### config.mk
export PLATFORM = sky130hd
export DESIGN_NAME = sram_share_arbiter
export DESIGN_NICKNAME = d
export VERILOG_FILES = /design/src/rtl/sram_share_arbiter.sv
export SDC_FILE = /design/constraint.sdc
export NUM_CORES = 1
export LEC_CHECK = 0
export ABC_AREA = 0
export ABC_CLOCK_PERIOD_IN_PS = 4150
export BUFFER_PORTS_ARGS = -buffer_cell sky130_fd_sc_hd__buf_2
export CAP_MARGIN = 20
export CORE_AREA = 2 2 95 97
export CTS_CLUSTER_SIZE = 20
export DETAILED_ROUTE_END_ITERATION = 8
export DIE_AREA = 0 0 97 99
export PLACE_DENSITY = 0.54
export REMOVE_ABC_BUFFERS = 1
export SYNTH_ARGS = -nofsm -noshare
export SYNTH_HDL_FRONTEND = slang
export SYNTH_SLANG_ARGS = --single-unit
### constraint.sdc
create_clock -name clk_i -period 4.15 [get_ports clk_i]
set_input_delay 0.415 -clock clk_i [delete_from_list [all_inputs] [get_ports clk_i]]
set_output_delay 0.415 -clock clk_i [all_outputs]
set_load 0.005 [all_outputs]
### src/rtl/sram_share_arbiter.sv
// rtl/sram_share_arbiter.sv - two-port arbiter/sequencer sharing one single-port SRAM macro
// Same-cycle grant, 1-cycle read return routed to the owning port, bounded port-B starvation.
module sram_share_arbiter #(
  parameter int AW       = 10,
  parameter int DW       = 32,
  parameter int MW       = 4,
  parameter int MAX_WAIT = 4
) (
  input  logic          clk_i,
  input  logic          rst_i,
  input  logic          a_req_i,
  input  logic          a_we_i,
  input  logic [AW-1:0] a_addr_i,
  input  logic [DW-1:0] a_wdata_i,
  input  logic [MW-1:0] a_wmask_i,
  output logic          a_gnt_o,
  output logic          a_rvalid_o,
  output logic [DW-1:0] a_rdata_o,
  input  logic          b_req_i,
  input  logic          b_we_i,
  input  logic [AW-1:0] b_addr_i,
  input  logic [DW-1:0] b_wdata_i,
  input  logic [MW-1:0] b_wmask_i,
  output logic          b_gnt_o,
  output logic          b_rvalid_o,
  output logic [DW-1:0] b_rdata_o,
  output logic          csb_o,
  output logic          web_o,
  output logic [MW-1:0] wmask_o,
  output logic [AW-1:0] addr_o,
  output logic [DW-1:0] wdata_o,
  input  logic [DW-1:0] rdata_i
);

  localparam logic [3:0] MaxWait = 4'(MAX_WAIT);

  logic [3:0] wait_cnt_q, wait_cnt_d;
  logic       rd_pend_q, rd_pend_d;
  logic       rd_own_q, rd_own_d;
  logic       b_starved;

  always_comb begin
    b_starved  = (wait_cnt_q == MaxWait);
    // B only beats a concurrent A request once it has been denied MAX_WAIT times in a row
    a_gnt_o    = ~rst_i & a_req_i & ~(b_req_i & b_starved);
    b_gnt_o    = ~rst_i & b_req_i & (~a_req_i | b_starved);

    csb_o      = 1'b1;
    web_o      = 1'b1;
    wmask_o    = '0;
    addr_o     = '0;
    wdata_o    = '0;
    if (a_gnt_o) begin
      csb_o    = 1'b0;
      web_o    = ~a_we_i;
      wmask_o  = a_wmask_i;
      addr_o   = a_addr_i;
      wdata_o  = a_wdata_i;
    end else if (b_gnt_o) begin
      csb_o    = 1'b0;
      web_o    = ~b_we_i;
      wmask_o  = b_wmask_i;
      addr_o   = b_addr_i;
      wdata_o  = b_wdata_i;
    end

    wait_cnt_d = wait_cnt_q;
    if (!b_req_i || b_gnt_o) begin
      wait_cnt_d = '0;
    end else if (wait_cnt_q < MaxWait) begin
      wait_cnt_d = wait_cnt_q + 4'd1;
    end

    rd_pend_d  = (a_gnt_o & ~a_we_i) | (b_gnt_o & ~b_we_i);
    rd_own_d   = b_gnt_o;
  end

  always_ff @(posedge clk_i or posedge rst_i) begin
    if (rst_i) begin
      wait_cnt_q <= '0;
      rd_pend_q  <= 1'b0;
      rd_own_q   <= 1'b0;
    end else begin
      wait_cnt_q <= wait_cnt_d;
      rd_pend_q  <= rd_pend_d;
      rd_own_q   <= rd_own_d;
    end
  end

  assign a_rvalid_o = rd_pend_q & ~rd_own_q;
  assign b_rvalid_o = rd_pend_q & rd_own_q;
  assign a_rdata_o  = rdata_i;
  assign b_rdata_o  = rdata_i;

endmodule

==> results of run 1 <==
[layout make-up]
| type | count | area [µm²] | share of cell area |
|---|---|---|---|
| clock buffers | 3 | 41.3 | 0.0246 |
| repair buffers | 151 | 761 | 0.453 |
| multi-input cells | 65 | 566 | 0.337 |
| flip-flops and latches | 6 | 150 | 0.0894 |
| well taps | 108 | 135 | 0.0805 |
| inverters | 7 | 26.3 | 0.0156 |
[report_power, final]
group	switching [mW]	internal, mW	leakage [nW]
sequential	0.00376	0.0631	0.0805
clock	0.0241	0.0622	0.0216
combinational	0.0680	0.0821	0.927
total	0.0958	0.207	1.03
[layout by cell type (no fill, tap or decap), types with 2 or more instances in the layout]
cell type and n:
a22o_1 47, a21oi_1 2, clkbuf_8 3, ha_1 2, dfrtp_1 6, inv_1 7, nor3_1 4, buf_4 2
buf_2 149
[registers in the layout, summed over array words and instances, names as in the netlist]
signal	flops
rd_pend_q	1
rd_own_q	1
wait_cnt_q	4
[cell usage after synthesis]
cell	n	area, µm²
a2111oi_0	1	8.76
inv_1	7	26.3
ha_1	2	25.0
clkbuf_1	2	7.51
a211oi_4	1	20.0
a21oi_1	2	10.0
and2_1	1	6.26
xnor2_1	1	8.76
mux2i_1	1	10.0
nor2b_1	1	6.26
buf_6	6	67.6
buf_4	64	480
nand3b_4	1	20.0
o21ai_0	1	5.00
buf_2	2	10.0
dfrtp_1	6	150
a22o_1	47	412
nor2_1	1	3.75
o211a_1	1	10.0
nor3_1	4	20.0
[per-stage QoR]
stage	setup slack, ps	utilization
2_1_floorplan	1560	-
3_3_place_gp	1460	0.192
3_5_place_dp	1440	0.192
4_1_cts	1210	0.196
5_1_grt	1080	0.196
6_report	1250	0.196
[layer usage]
layer | global-route usage | up-vias | wire length [µm]
met3 | 0.143 | 10 | 1540
met1 | 0.173 | 684 | 2990
met2 | 0.183 | 183 | 2840
met4 | 0.0152 | 2 | 27
met5 | 0.0718 | - | 74
li1 | - | 648 | -
[worst max path at each step]
stage | startpoint | to | cells past startpoint
detailed placement | rst_i | wdata_o[6] | 6
global route | wait_cnt_q[0] | wdata_o[14] | 7
finish | wait_cnt_q[0] | wdata_o[14] | 7
floorplan | wait_cnt_q[0] | addr_o[0] | 5
CTS | wait_cnt_q[0] | wdata_o[14] | 7
global placement | rst_i | wdata_o[6] | 6
[logic make-up after synthesis]
group,Yosys count,synth area share
AOI/OAI and AO/OA,53,0.356
xor gates and xnor gates,1,0.00670
adders and majority gates,2,0.0191
buffers and inverters,81,0.453
DFF,6,0.115
muxes,1,0.00766
and+or+nand+nor,8,0.0431
==> flow_summary.toml, run 1 <==
[run_status]
outcome = "complete, no violations"

[place]
dp_hpwl_mm = 6.33
placed_area_mm2 = 0.00164
post-place-cells = 337
gp_congestion = 0.771
io_buffers = 149

[sta]
fin_skew_ps = 1.78
fin_tns_setup_ps = 0
period_share = 0.698
worst_slew_pin_slew_ps = 675
maxSlewViolCount = 0
post-route-min-period_ps = 2900
max_slew_margin = 0.550
finalHoldViolations = 0
fmax_ghz = 0.345
rsz0062_at_grt = "false"
setup_viol = 0
holdWs_ps = 167

[critical_path]
r2r_cells = 6
critical_path_arrival_ps = 2480
path_class = "flip-flop to output port"
endpoint_kind = "output port"
required_ps = 3730
slowest_stage = "a211oi_4"
r2r-end = "wait_cnt_q[2]"
crit_buf_inv = 3
cp_top_family = "compound AO/OA/AOI/OAI gates"
r2r_setup_slack_ps = 1980
r2r-start = "wait_cnt_q[0]"
max_stage_delay_ps = 620
critPathLaunchType = "flip-flop"
crit_path_max_fanout = 42
crit_path_cell_trace = "inv_1, ha_1, nand3b_4, a211oi_4, buf_4, a22o_1, buf_2"

[power]
total_power_mw = 0.303
p_leak_nw = 1.03
p_per_area_mw_per_mm2 = 181
vdd_drop_max_uv = 68.0

[synthesis]
ys_seq_elements = 6
syn_area_per_cell_um2 = 8.60
synth_cell_types = 20
synth_area_mm2 = 0.00131
seq_area_frac_synth = 0.115
ys_warn_count = 0
synthCells = 152

[clock_network]
clock-sinks = 6
post_cts_resized = 0
htree_levels = 1
post_cts_buffers = 0
hold_buffers = 0
clkLatencyLatePin_ps = 220
clk_path_buf_depth = 2
clock-root-buffer = "clkbuf_8"
cts_made_buffers = 3
clk_pin_slew_ps = 40
tritoncts = "built"

[floorplan]
fp.dieW_um = 97
io_pins = 246
initial_utilization = 0.153
coreArea_mm2 = 0.00855
rows = 34
design.die.area_mm2 = 0.00960
chipHeight_um = 99

[layout]
final_area_mm2 = 0.00168
drive_gt1_frac = 0.672
syn_to_final_growth_pct = 28.4
fill_cells = 955
nNetsFinal = 366
n_antenna_cell = 0
instances_no_fill = 340

[route]
wl_mm = 7.48
vias = 1527
postRouteAntennaNets = 0
drt_iter0_drc = 46
wl_per_cell_um = 22.0
drc = 0
dr.pass1.iters = 4
viasPerCell = 4.49

[global_routing]
grt_max_degree = 43
grt_pass1_vias = 1573
antenna_found_initial = 0
grt_pass1_wl_mm = 10.3
grt_usage = 0.145
overflow = 0

[worst_hold_path]
holdCritPathClass = "primary input to async pin"

[flow_run]
max-cap-violations = 0
(Power assumes the default switching activity.)
==> run 2: changes to the inputs <==
--- a/config.mk
+++ b/config.mk
@@ -6,13 +6,13 @@
 export NUM_CORES = 1
 export LEC_CHECK = 0
 export ABC_AREA = 0
-export ABC_CLOCK_PERIOD_IN_PS = 4150
+export ABC_CLOCK_PERIOD_IN_PS = 2700
 export BUFFER_PORTS_ARGS = -buffer_cell sky130_fd_sc_hd__buf_2
 export CAP_MARGIN = 20
-export CORE_AREA = 2 2 95 97
+export CORE_AREA = 2 2 96 98
 export CTS_CLUSTER_SIZE = 20
 export DETAILED_ROUTE_END_ITERATION = 8
-export DIE_AREA = 0 0 97 99
+export DIE_AREA = 0 0 98 100
 export PLACE_DENSITY = 0.54
 export REMOVE_ABC_BUFFERS = 1
 export SYNTH_ARGS = -nofsm -noshare
==> constraint.sdc (replaced) <==
create_clock -name clk_i -period 2.7 [get_ports clk_i]
set_input_delay 0.27 -clock clk_i [delete_from_list [all_inputs] [get_ports clk_i]]
set_output_delay 0.27 -clock clk_i [all_outputs]
set_load 0.005 [all_outputs]
==> flow_summary.toml, run 2 (synthesis gave the netlist of run 1 again) <==
[run_status]
outcome = "complete, no violations"

[clock_network]
post_cts_resized = 0
clock-root-buffer = "clkbuf_8"
htree_levels = 1
clkLatencyLatePin_ps = 220
post_cts_buffers = 0
clock-sinks = 6
cts_made_buffers = 3
hold_buffers = 0
tritoncts = "built"
clk_pin_slew_ps = 40
clk_path_buf_depth = 2

[route]
drc = 0
wl_mm = 6.56
postRouteAntennaNets = 0
vias = 1519
viasPerCell = 4.40
dr.pass1.iters = 4
wl_per_cell_um = 19.0
drt_iter0_drc = 44

[sta]
setup_viol = 0
fin_tns_setup_ps = 0
holdWs_ps = 26.5
fin_skew_ps = 1.41
max_slew_margin = 0.747
worst_slew_pin_slew_ps = 370
period_share = 0.831
finalHoldViolations = 0
fmax_ghz = 0.446
maxSlewViolCount = 0
post-route-min-period_ps = 2240
rsz0062_at_grt = "false"

[layout]
largest_register = "wait_cnt_q"
nNetsFinal = 368
largest_register_ffs = 4
n_antenna_cell = 0
syn_to_final_growth_pct = 29.9
final_util = 0.191
top_regs = "wait_cnt_q (4), rd_own_q (1), rd_pend_q (1)"
final_area_mm2 = 0.00170
final_cell_mix = "149 x buf_2, 47 x a22o_1, 7 x inv_1, 6 x dfrtp_1"
final_common_cell = "buf_2"
fill_cells = 1012
drive_gt1_frac = 0.675

[critical_path]
r2r_cells = 6
r2r-start = "wait_cnt_q[0]"
path_class = "flip-flop to output port"
crit_buf_inv = 3
endpoint_kind = "output port"
crit_path_cell_trace = "inv_1, ha_1, nand3b_4, a211oi_4, buf_4, a22o_1, buf_2"
required_ps = 2430
r2r-end = "rd_pend_q"
r2r_setup_slack_ps = 1050
path_depth = 7
critical_path_arrival_ps = 1970
cp-endpoint = "wmask_o[1]"
slowest_stage = "dfrtp_1"
crit_path_max_fanout = 34
cp_top_family = "buffers and inverters"
startpoint = "wait_cnt_q[0]"
critPathLaunchType = "flip-flop"
max_stage_delay_ps = 400

[power]
p_leak_nw = 1.04
vdd_drop_max_uv = 96.4
p_per_area_mw_per_mm2 = 274

[global_routing]
grt_most_used_layer = "met1"
grt_usage = 0.119
use_met2 = 0.134
grt_pass1_wl_mm = 8.55
antenna_found_initial = 0
grt_use_met1 = 0.145
overflow = 0
grt_pass1_vias = 1367
gr-usage-met3 = 0.119
grt_max_degree = 35

[floorplan]
rows = 35
initial_utilization = 0.147
io_pins = 246
coreArea_mm2 = 0.00889
design.die.area_mm2 = 0.00980
fp.dieW_um = 98
chipHeight_um = 100

[worst_hold_path]
holdCritPathClass = "primary input to async pin"

[place]
dp_hpwl_mm = 5.37
io_buffers = 149
placed_area_mm2 = 0.00166
gp_congestion = 0.829

[flow_run]
max-cap-violations = 0
[run 2: stage by stage]
stage / instances / setup WS [ps] / total power, mW
detailed placement: 342 / 700 / 0.332
CTS: 345 / 452 / 0.471
finish: 345 / 456 / 0.464
global placement: 342 / 730 / 0.329
floorplan: 78 / 254 / 0.193
global route: 345 / 360 / 0.500
[run 2: how the worst min path moves through the flow]
stage	from	to	slack, ps	depth (start not counted)
6_report	rst_i	wait_cnt_q[2]	30	2
5_1_grt	rst_i	rd_pend_q	30	2
4_1_cts	rst_i	wait_cnt_q[2]	20	2
3_5_place_dp	rst_i	wait_cnt_q[3]	260	2
3_3_place_gp	rst_i	rd_pend_q	260	2
2_1_floorplan	rst_i	rd_own_q	70	1
[run 2: power by group]
group | switching [mW] | internal [mW]
clock network | 0.0384 | 0.0957
logic | 0.101 | 0.128
registers | 0.00516 | 0.0970
[run 2: cell type report]
class	instances	area [µm²]	share of cell area
well taps	111	139	0.0818
clock buffers	3	41.3	0.0243
multi-input cells	65	566	0.333
repair buffers	153	776	0.457
flip-flops and latches	6	150	0.0884
inverters	7	26.3	0.0155
[run 2: routing by layer]
| metal | vias up | wire [µm] |
|---|---|---|
| met4 | 2 | 53 |
| li1 | 653 | - |
| met1 | 681 | 2550 |
| met2 | 175 | 2470 |
| met5 | - | 74 |
| met3 | 8 | 1420 |
[run 2: worst register-to-register path: cells and delay by family, from the launching register on]
family / cells / cell delay (ps)
simple gates: 1 / 100
buf+inv: 2 / 440
flops: 1 / 400
compound gates: 2 / 460
fa+ha+maj: 1 / 180
==> run 3: changes to the inputs <==
--- a/config.mk
+++ b/config.mk
@@ -6,7 +6,7 @@
 export NUM_CORES = 1
 export LEC_CHECK = 0
 export ABC_AREA = 0
-export ABC_CLOCK_PERIOD_IN_PS = 2700
+export ABC_CLOCK_PERIOD_IN_PS = 2300
 export BUFFER_PORTS_ARGS = -buffer_cell sky130_fd_sc_hd__buf_2
 export CAP_MARGIN = 20
 export CORE_AREA = 2 2 96 98
==> constraint.sdc (replaced) <==
create_clock -name clk_i -period 2.3 [get_ports clk_i]
set_input_delay 0.23 -clock clk_i [delete_from_list [all_inputs] [get_ports clk_i]]
set_output_delay 0.23 -clock clk_i [all_outputs]
set_load 0.005 [all_outputs]
==> flow_summary.toml, run 3 (synthesis gave the netlist of run 1 again) <==
[run_status]
outcome = "complete, no violations"

[clock_network]
post_cts_resized = 0
clk_pin_slew_ps = 30
htree_levels = 1
clock-root-buffer = "clkbuf_8"
cts_made_buffers = 3
tritoncts = "built"
clkLatencyLatePin_ps = 220
clock-sinks = 6
clk_path_buf_depth = 2
hold_buffers = 0

[power]
p_leak_nw = 1.05
vdd_drop_max_uv = 137
p_per_area_mw_per_mm2 = 314
total_power_mw = 0.541

[sta]
worst_slew_pin_slew_ps = 401
max_slew_margin = 0.726
maxSlewViolCount = 0
timing.final.ws_setup_ps = 151
post-route-min-period_ps = 2150
rsz0062_at_grt = "false"
fmax_ghz = 0.465
finalHoldViolations = 0
period_share = 0.934
fin_skew_ps = 1.66
setup_viol = 0

[route]
drt_iter0_drc = 61
wl_met1_mm = 2.44
wl_mm = 6.31
top_layer_used = "met5"
viasPerCell = 4.30
dr_wl_met3_mm = 1.37
wl_per_cell_um = 18.3
dr.pass1.iters = 4
drc = 0
met2WireLength_mm = 2.40
vias = 1484
postRouteAntennaNets = 0

[critical_path]
required_ps = 2070
max_stage_delay_ps = 400
r2r-end = "rd_pend_q"
path_class = "flip-flop to output port"
r2r_setup_slack_ps = 750
endpoint_kind = "output port"
r2r-start = "wait_cnt_q[0]"
critPathLaunchType = "flip-flop"
slowest_stage = "dfrtp_1"
cp_top_family = "compound AO/OA/AOI/OAI gates"
crit_buf_inv = 3
r2r_cells = 6
critical_path_arrival_ps = 1920
crit_path_cell_trace = "inv_1, ha_1, nand3b_4, o211a_1, buf_12, a22o_1, buf_2"
crit_path_max_fanout = 41

[layout]
final_common_cell = "buf_2"
final_area_mm2 = 0.00172
top_regs = "wait_cnt_q (4), rd_own_q (1), rd_pend_q (1)"
syn_to_final_growth_pct = 31.8
drive_gt1_frac = 0.675
largest_register = "wait_cnt_q"
final_cell_mix = "149 x buf_2, 47 x a22o_1, 7 x inv_1, 6 x dfrtp_1, 4 x nor3_1"
largest_register_ffs = 4
nNetsFinal = 368
final_util = 0.194
n_antenna_cell = 0

[global_routing]
grt_usage = 0.114
overflow = 0
grt_pass1_wl_mm = 8.22
grt_pass1_vias = 1385
antenna_found_initial = 0
grt_max_degree = 50

[place]
pre_cts_ws_ps = 259
placed_area_mm2 = 0.00167
dp_hpwl_mm = 5.33
gp_congestion = 0.811
io_buffers = 149

[floorplan]
fp.dieW_um = 98
coreArea_mm2 = 0.00889
io_pins = 246
initial_utilization = 0.147
design.die.area_mm2 = 0.00980
rows = 35
chipHeight_um = 100

[worst_hold_path]
holdCritPathClass = "primary input to async pin"

[flow_run]
max-cap-violations = 0
run 3: cell count changes in the layout (fill, tap and decap cells not counted):
cell | previous run | this run
buf_4 | 4 | 2
buf_12 | 0 | 2
run 3: through the flow:
stage	std cells	hold WS (ps)	setup TNS, ps
CTS	344	26.2	0
global route	345	45.4	0
global placement	341	262	0
detailed placement	341	260	0
floorplan	78	35.0	-4860
finish	345	28.9	0
run 3: area by class of cell:
type                    count  area [µm²]
fillers                  1001        7170
repair buffers            153         801
clock buffers               3        41.3
inverters                   7        26.3
flip-flops and latches      6         150
multi-input cells          65         566
well taps                 111         139
run 3: routing by layer:
layer / vias to the layer above / GRT usage
met5: - / 0.0821
met4: 2 / 0.0118
met3: 4 / 0.114
met2: 165 / 0.141
met1: 663 / 0.135
li1: 650 / -
run 3: worst max path at each step:
stage | start | end | slack (ps) | depth (start not counted)
after floorplan | wait_cnt_q[0] | addr_o[0] | -110 | 5
after CTS | wait_cnt_q[0] | wdata_o[17] | 10 | 7
final | wait_cnt_q[0] | wmask_o[1] | 150 | 7
after global routing | wait_cnt_q[0] | wmask_o[1] | 60 | 7
after detailed placement | wait_cnt_q[0] | wdata_o[17] | 260 | 7
after global placement | wait_cnt_q[0] | wdata_o[17] | 280 | 7
run 3: report_power, final:
| group | internal, mW | switching (mW) |
|---|---|---|
| clock network | 0.112 | 0.0393 |
| logic | 0.154 | 0.115 |
| registers | 0.114 | 0.00603 |
| total | 0.380 | 0.161 |
run 3: timing repair:
action,4_1_cts,5_1_grt
endpoints found under the setup margin,0,31
hold endpoints to repair,0,0
buffers inserted,0,1
run 3: tightest hold or removal path, delay by kind of cell:
family,cells,cell delay (ps)
buf+inv,3,350
